[src/rtl/bus_arbiter.sv]
// Round-robin bus arbiter: one-hot registered grant held until release, a fixed
// turnaround gap between owners, and optional preemption of long-held grants.
module bus_arbiter #(
  parameter int N           = 4,
  parameter int TURN_CYCLES = 1,
  parameter int MAX_HOLD    = 16
) (
  input  logic                 clk,
  input  logic                 nclr,
  input  logic [N-1:0]         req,
  output logic [N-1:0]         gnt,
  output logic [$clog2(N)-1:0] owner,
  output logic                 busy,
  output logic                 preempt
);

  localparam int              OW        = $clog2(N);
  localparam logic [7:0]      HOLD_MAX  = 8'(MAX_HOLD);
  localparam logic [2:0]      TURN_LOAD = 3'(TURN_CYCLES);
  localparam logic [OW-1:0]   OWNER_RST = OW'(N - 1);

  typedef enum logic [1:0] {IDLE, GRANT, TURN} state_e;

  state_e        state_q, state_d;
  logic [N-1:0]  gnt_q, gnt_d;
  logic [OW-1:0] owner_q, owner_d;
  logic          busy_q, busy_d;
  logic          preempt_q, preempt_d;
  logic [7:0]    hold_q, hold_d;
  logic [2:0]    turn_q, turn_d;

  int            scan_sum;
  logic [OW-1:0] scan_idx;
  logic [OW-1:0] win_idx;
  logic          win_vld;
  logic [N-1:0]  win_oh;
  logic [N-1:0]  owner_oh;

  // Winner: first set req bit scanning upward from owner+1, wrapping modulo N.
  always_comb begin
    scan_sum = 0;
    scan_idx = '0;
    win_vld  = 1'b0;
    win_idx  = owner_q;
    for (int i = 1; i <= N; i++) begin
      scan_sum = (int'(owner_q) + i) % N;
      scan_idx = OW'(scan_sum);
      if (!win_vld && req[scan_idx]) begin
        win_vld = 1'b1;
        win_idx = scan_idx;
      end
    end
    win_oh            = '0;
    win_oh[win_idx]   = 1'b1;
    owner_oh          = '0;
    owner_oh[owner_q] = 1'b1;
  end

  always_comb begin
    state_d   = state_q;
    gnt_d     = gnt_q;
    owner_d   = owner_q;
    preempt_d = 1'b0;
    hold_d    = hold_q;
    turn_d    = turn_q;
    case (state_q)
      IDLE: begin
        if (win_vld) begin
          state_d = GRANT;
          gnt_d   = win_oh;
          owner_d = win_idx;
          hold_d  = '0;
        end
      end
      GRANT: begin
        if (!req[owner_q]) begin
          state_d = TURN;
          gnt_d   = '0;
          turn_d  = TURN_LOAD;
        end else if ((MAX_HOLD != 0) && (hold_q == HOLD_MAX) && (|(req & ~owner_oh))) begin
          state_d   = TURN;
          gnt_d     = '0;
          preempt_d = 1'b1;
          turn_d    = TURN_LOAD;
        end else if (hold_q != HOLD_MAX) begin
          hold_d = hold_q + 8'd1;
        end
      end
      TURN: begin
        turn_d = turn_q - 3'd1;
        // Requests are only looked at on the final turnaround edge.
        if (turn_q == 3'd1) begin
          if (win_vld) begin
            state_d = GRANT;
            gnt_d   = win_oh;
            owner_d = win_idx;
            hold_d  = '0;
          end else begin
            state_d = IDLE;
          end
        end
      end
      default: begin
        state_d = IDLE;
        gnt_d   = '0;
      end
    endcase
    busy_d = |gnt_d;
  end

  always_ff @(posedge clk or negedge nclr) begin
    if (!nclr) begin
      state_q   <= IDLE;
      gnt_q     <= '0;
      owner_q   <= OWNER_RST;
      busy_q    <= 1'b0;
      preempt_q <= 1'b0;
      hold_q    <= '0;
      turn_q    <= '0;
    end else begin
      state_q   <= state_d;
      gnt_q     <= gnt_d;
      owner_q   <= owner_d;
      busy_q    <= busy_d;
      preempt_q <= preempt_d;
      hold_q    <= hold_d;
      turn_q    <= turn_d;
    end
  end

  assign gnt     = gnt_q;
  assign owner   = owner_q;
  assign busy    = busy_q;
  assign preempt = preempt_q;

endmodule

[config.mk]
export PLATFORM = sky130hd
export DESIGN_NAME = bus_arbiter
export DESIGN_NICKNAME = d
export VERILOG_FILES = /design/src/rtl/bus_arbiter.sv
export SDC_FILE = /design/constraint.sdc
export NUM_CORES = 1
export LEC_CHECK = 0
export ABC_AREA = 1
export BUFFER_PORTS_ARGS = -buffer_cell sky130_fd_sc_hd__buf_2
export CAP_MARGIN = 20
export CORE_UTILIZATION = 29
export CTS_BUF_LIST = sky130_fd_sc_hd__clkbuf_16
export DETAILED_ROUTE_END_ITERATION = 10
export MAX_ROUTING_LAYER = met4
export PLACE_DENSITY_LB_ADDON = 0.2
export SKIP_CTS_REPAIR_TIMING = 1
export SLEW_MARGIN = 20
export SYNTH_ARGS = -nofsm -noshare
export SYNTH_HDL_FRONTEND = slang
export SYNTH_SLANG_ARGS = --single-unit
[constraint.sdc]
create_clock -name clk -period 3.2 [get_ports clk]
set_input_delay 0.8 -clock clk [delete_from_list [all_inputs] [get_ports clk]]
set_output_delay 0.8 -clock clk [all_outputs]
set_load 0.01 [all_outputs]
==> impl_metrics.tcl <==
set metrics [dict create \
    syn2layout_area_growth_pct 13.35 \
    worst_pin_slew_ps 487.1 \
    fin_nets 261 \
    synthTopCellsByArea "dfrtp_1, nand2_1, ha_1, inv_1, nand3_1" \
    hpwl_um 2687 \
    grt_pass1_wl_um 5782 \
    dieArea_sq_um 6058 \
    yosys_most_used_dff "dfrtp_1" \
    io_pins 14 \
    hold_class "primary input to asynchronous set/reset pin" \
    synth.top_cell.area_share_pct 28.51 \
    cts_root_buffer "clkbuf_16" \
    drt-pass1-iter-count 4 \
    htreeDepth 1 \
    synth-edff-count 0 \
    grt_max_degree 22 \
    startpoint_type "register" \
    ys_seq_elements 21 \
    dieWidth_um 77.84 \
    port_buffers 13 \
    cp.arrival_ps 2530 \
    worst-path-max-fanout 11 \
    grt_overflow 0 \
    report.final.slew_viol_count 0 \
    cts_tree "done" \
    yosysTopAreaCell "dfrtp_1" \
    cts.clk_slew.worst_paths_ps 60 \
    leakagePower_nw 0.9778 \
    start_util_pct 30.10 \
    final_antenna_net_count 0 \
    maxCapViolCount 0 \
    fin_crit_ps 2395 \
    powerDensity_nw_per_um2 1133 \
    routed_via_density 4.551 \
    antenna_found_initial 0 \
    drive_above_1_share_pct 19.42 \
    yosysMostFrequentCell "nand2_1" \
    chipHeight_um 77.84 \
    placed_cells 310 \
    reg2reg_setup_slack_ps 810 \
    ys_seq_area_share_pct 31.66 \
    wl_per_cell_um 10.69 \
    clockBufferDepth 2 \
    setup_violations 0 \
    finalCritPeriodShare_pct 74.83 \
    path_class "register to register" \
    rows 27 \
    required_ps 3340 \
    synth_common_cells "nand2_1, inv_1, nand3_1" \
    design.core.area_sq_um 5540 \
    finalNonFillerCells 314 \
    drc 0 \
    yosys.cell_types.count 30 \
    dr_total_vias 1429 \
    synth_cells 226 \
    clock_latency_ps 250 \
    setup_tns_ps 0 \
    synth_area_sq_um 1668 \
    syn_nets 244 \
    fmax_mhz 417.6 \
    gp_congestion 0.7656 \
    ir_worst_vdd_uv 313.1 \
    status "complete, no violations" \
    grt_util_all_layers_pct 12.06 \
    grt_pass1_vias 1292 \
    rsz0062_at_grt "false" \
    finalHoldViolCount 0 \
    yosysWarnings 0 \
    fill_cells 618 \
    avgSynthCellArea_sq_um 7.380 \
    critPathCaptureType "register" \
    cts_num_sinks 21 \
    async_reset_ff_share_pct 100.0 \
    n_antenna_cell 0 \
    routed_wirelength_um 3357 \
    drtIter0Drc 76 \
    slew_headroom_pct 67.53 \
    cts_buffers 3 \
    skew_ps 7.025 \
]
## logic make-up (layout without fill, tap and decap cells)
family                   Yosys count  after routing  synth area share (%)
XOR/XNOR                           2              2                 1.050
AO/OA/AOI/OAI                     29             29                 9.078
buffers and inverters             39             55                 9.527
flip-flops                        21             21                 31.66
adder cells (fa/ha/maj)           12             12                 9.002
AND/OR/NAND/NOR                  123            123                 39.68
## per-stage QoR
stage          setup WS (ps)  cell area, sq um  utilization, %  hold WS, ps  power, mW
2_1_floorplan          980.8              1668               -        496.9      1.624
3_5_place_dp           774.5              1812           32.70        531.1      1.904
5_1_grt                586.6              1891           34.12        547.1      2.394
3_3_place_gp           814.6              1812           32.70        533.1      1.920
4_1_cts                783.2              1891           34.12        525.1      2.174
6_report               805.3              1891           34.12        503.3      2.142
## worst max-delay path, stage by stage, from the launching register on
cell,delay [ps]
dfstp_2,680
inv_6,90
ha_1,380
inv_1,150
nand3_1,110
nand2_2,150
inv_2,70
nand3_4,120
nand3_4,150
nor3_4,180
nand3_1,90
nand2_1,60
nor2_1,40
## cell usage in the layout (no fill, tap or decap)
cell,netlist,layout
nand2_1,47,47
a21oi_1,10,10
nand3_1,23,23
nand2_2,9,9
xnor2_1,1,1
inv_6,1,1
nor2_2,5,5
inv_2,4,4
inv_1,33,34
o21ai_1,8,8
nor2_8,1,1
xor2_1,1,1
buf_2,0,13
nor2_1,22,22
o22ai_1,1,1
dfstp_2,2,2
nor4_1,1,1
nor2_4,1,1
dfrtp_1,19,19
nand2_4,1,1
nand4_1,3,3
nand3_4,4,4
nand3_2,1,1
nor3_4,2,2
o21ai_0,8,8
o21bai_1,1,1
o31ai_1,1,1
ha_1,12,12
nor3b_1,2,2
nor3_1,1,1
clkbuf_16,0,3
## metal layers
metal	global-route usage [%]	vias to the layer above	wire length, um
met4	2.264	0	19
met2	18.41	18	1493
met3	2.000	2	110
li1	-	761	-
met1	16.81	648	1733
met5	-	-	0
## state kept, by name (all words and copies together) (netlist names)
register,count
hold_q,8
gnt,4
state_q,2
busy,1
owner,2
preempt,1
turn_q,3
## power by group
group / switching [mW] / internal, mW / leakage [nW]
combinational: 0.969 / 0.483 / 0.661
sequential: 0.0708 / 0.360 / 0.274
clock: 0.0935 / 0.166 / 0.0423
## final timing paths
kind                            start    endpoint  cells past startpoint
max in group asynchronous        nclr    owner[1]                      1
hold reg to reg            state_q[1]  state_q[1]                      2
setup reg to reg             owner[0]   hold_q[7]                     12
setup / recovery             owner[0]   hold_q[7]                     12
hold / removal                   nclr   turn_q[0]                      1
min in group clk           state_q[1]  state_q[1]                      2
## final cells by class
cell class / instances / area, sq um / share of cell area [%]
Multi-Input combinational cell: 166 / 980.9 / 51.89
Sequential cell: 21 / 528.0 / 27.93
Inverter: 38 / 147.6 / 7.809
Tap cell: 72 / 90.09 / 4.765
Clock buffer: 3 / 75.07 / 3.971
Timing Repair Buffer: 13 / 65.06 / 3.441
Clock inverter: 1 / 3.754 / 0.1985
(Power assumes the default switching activity.)
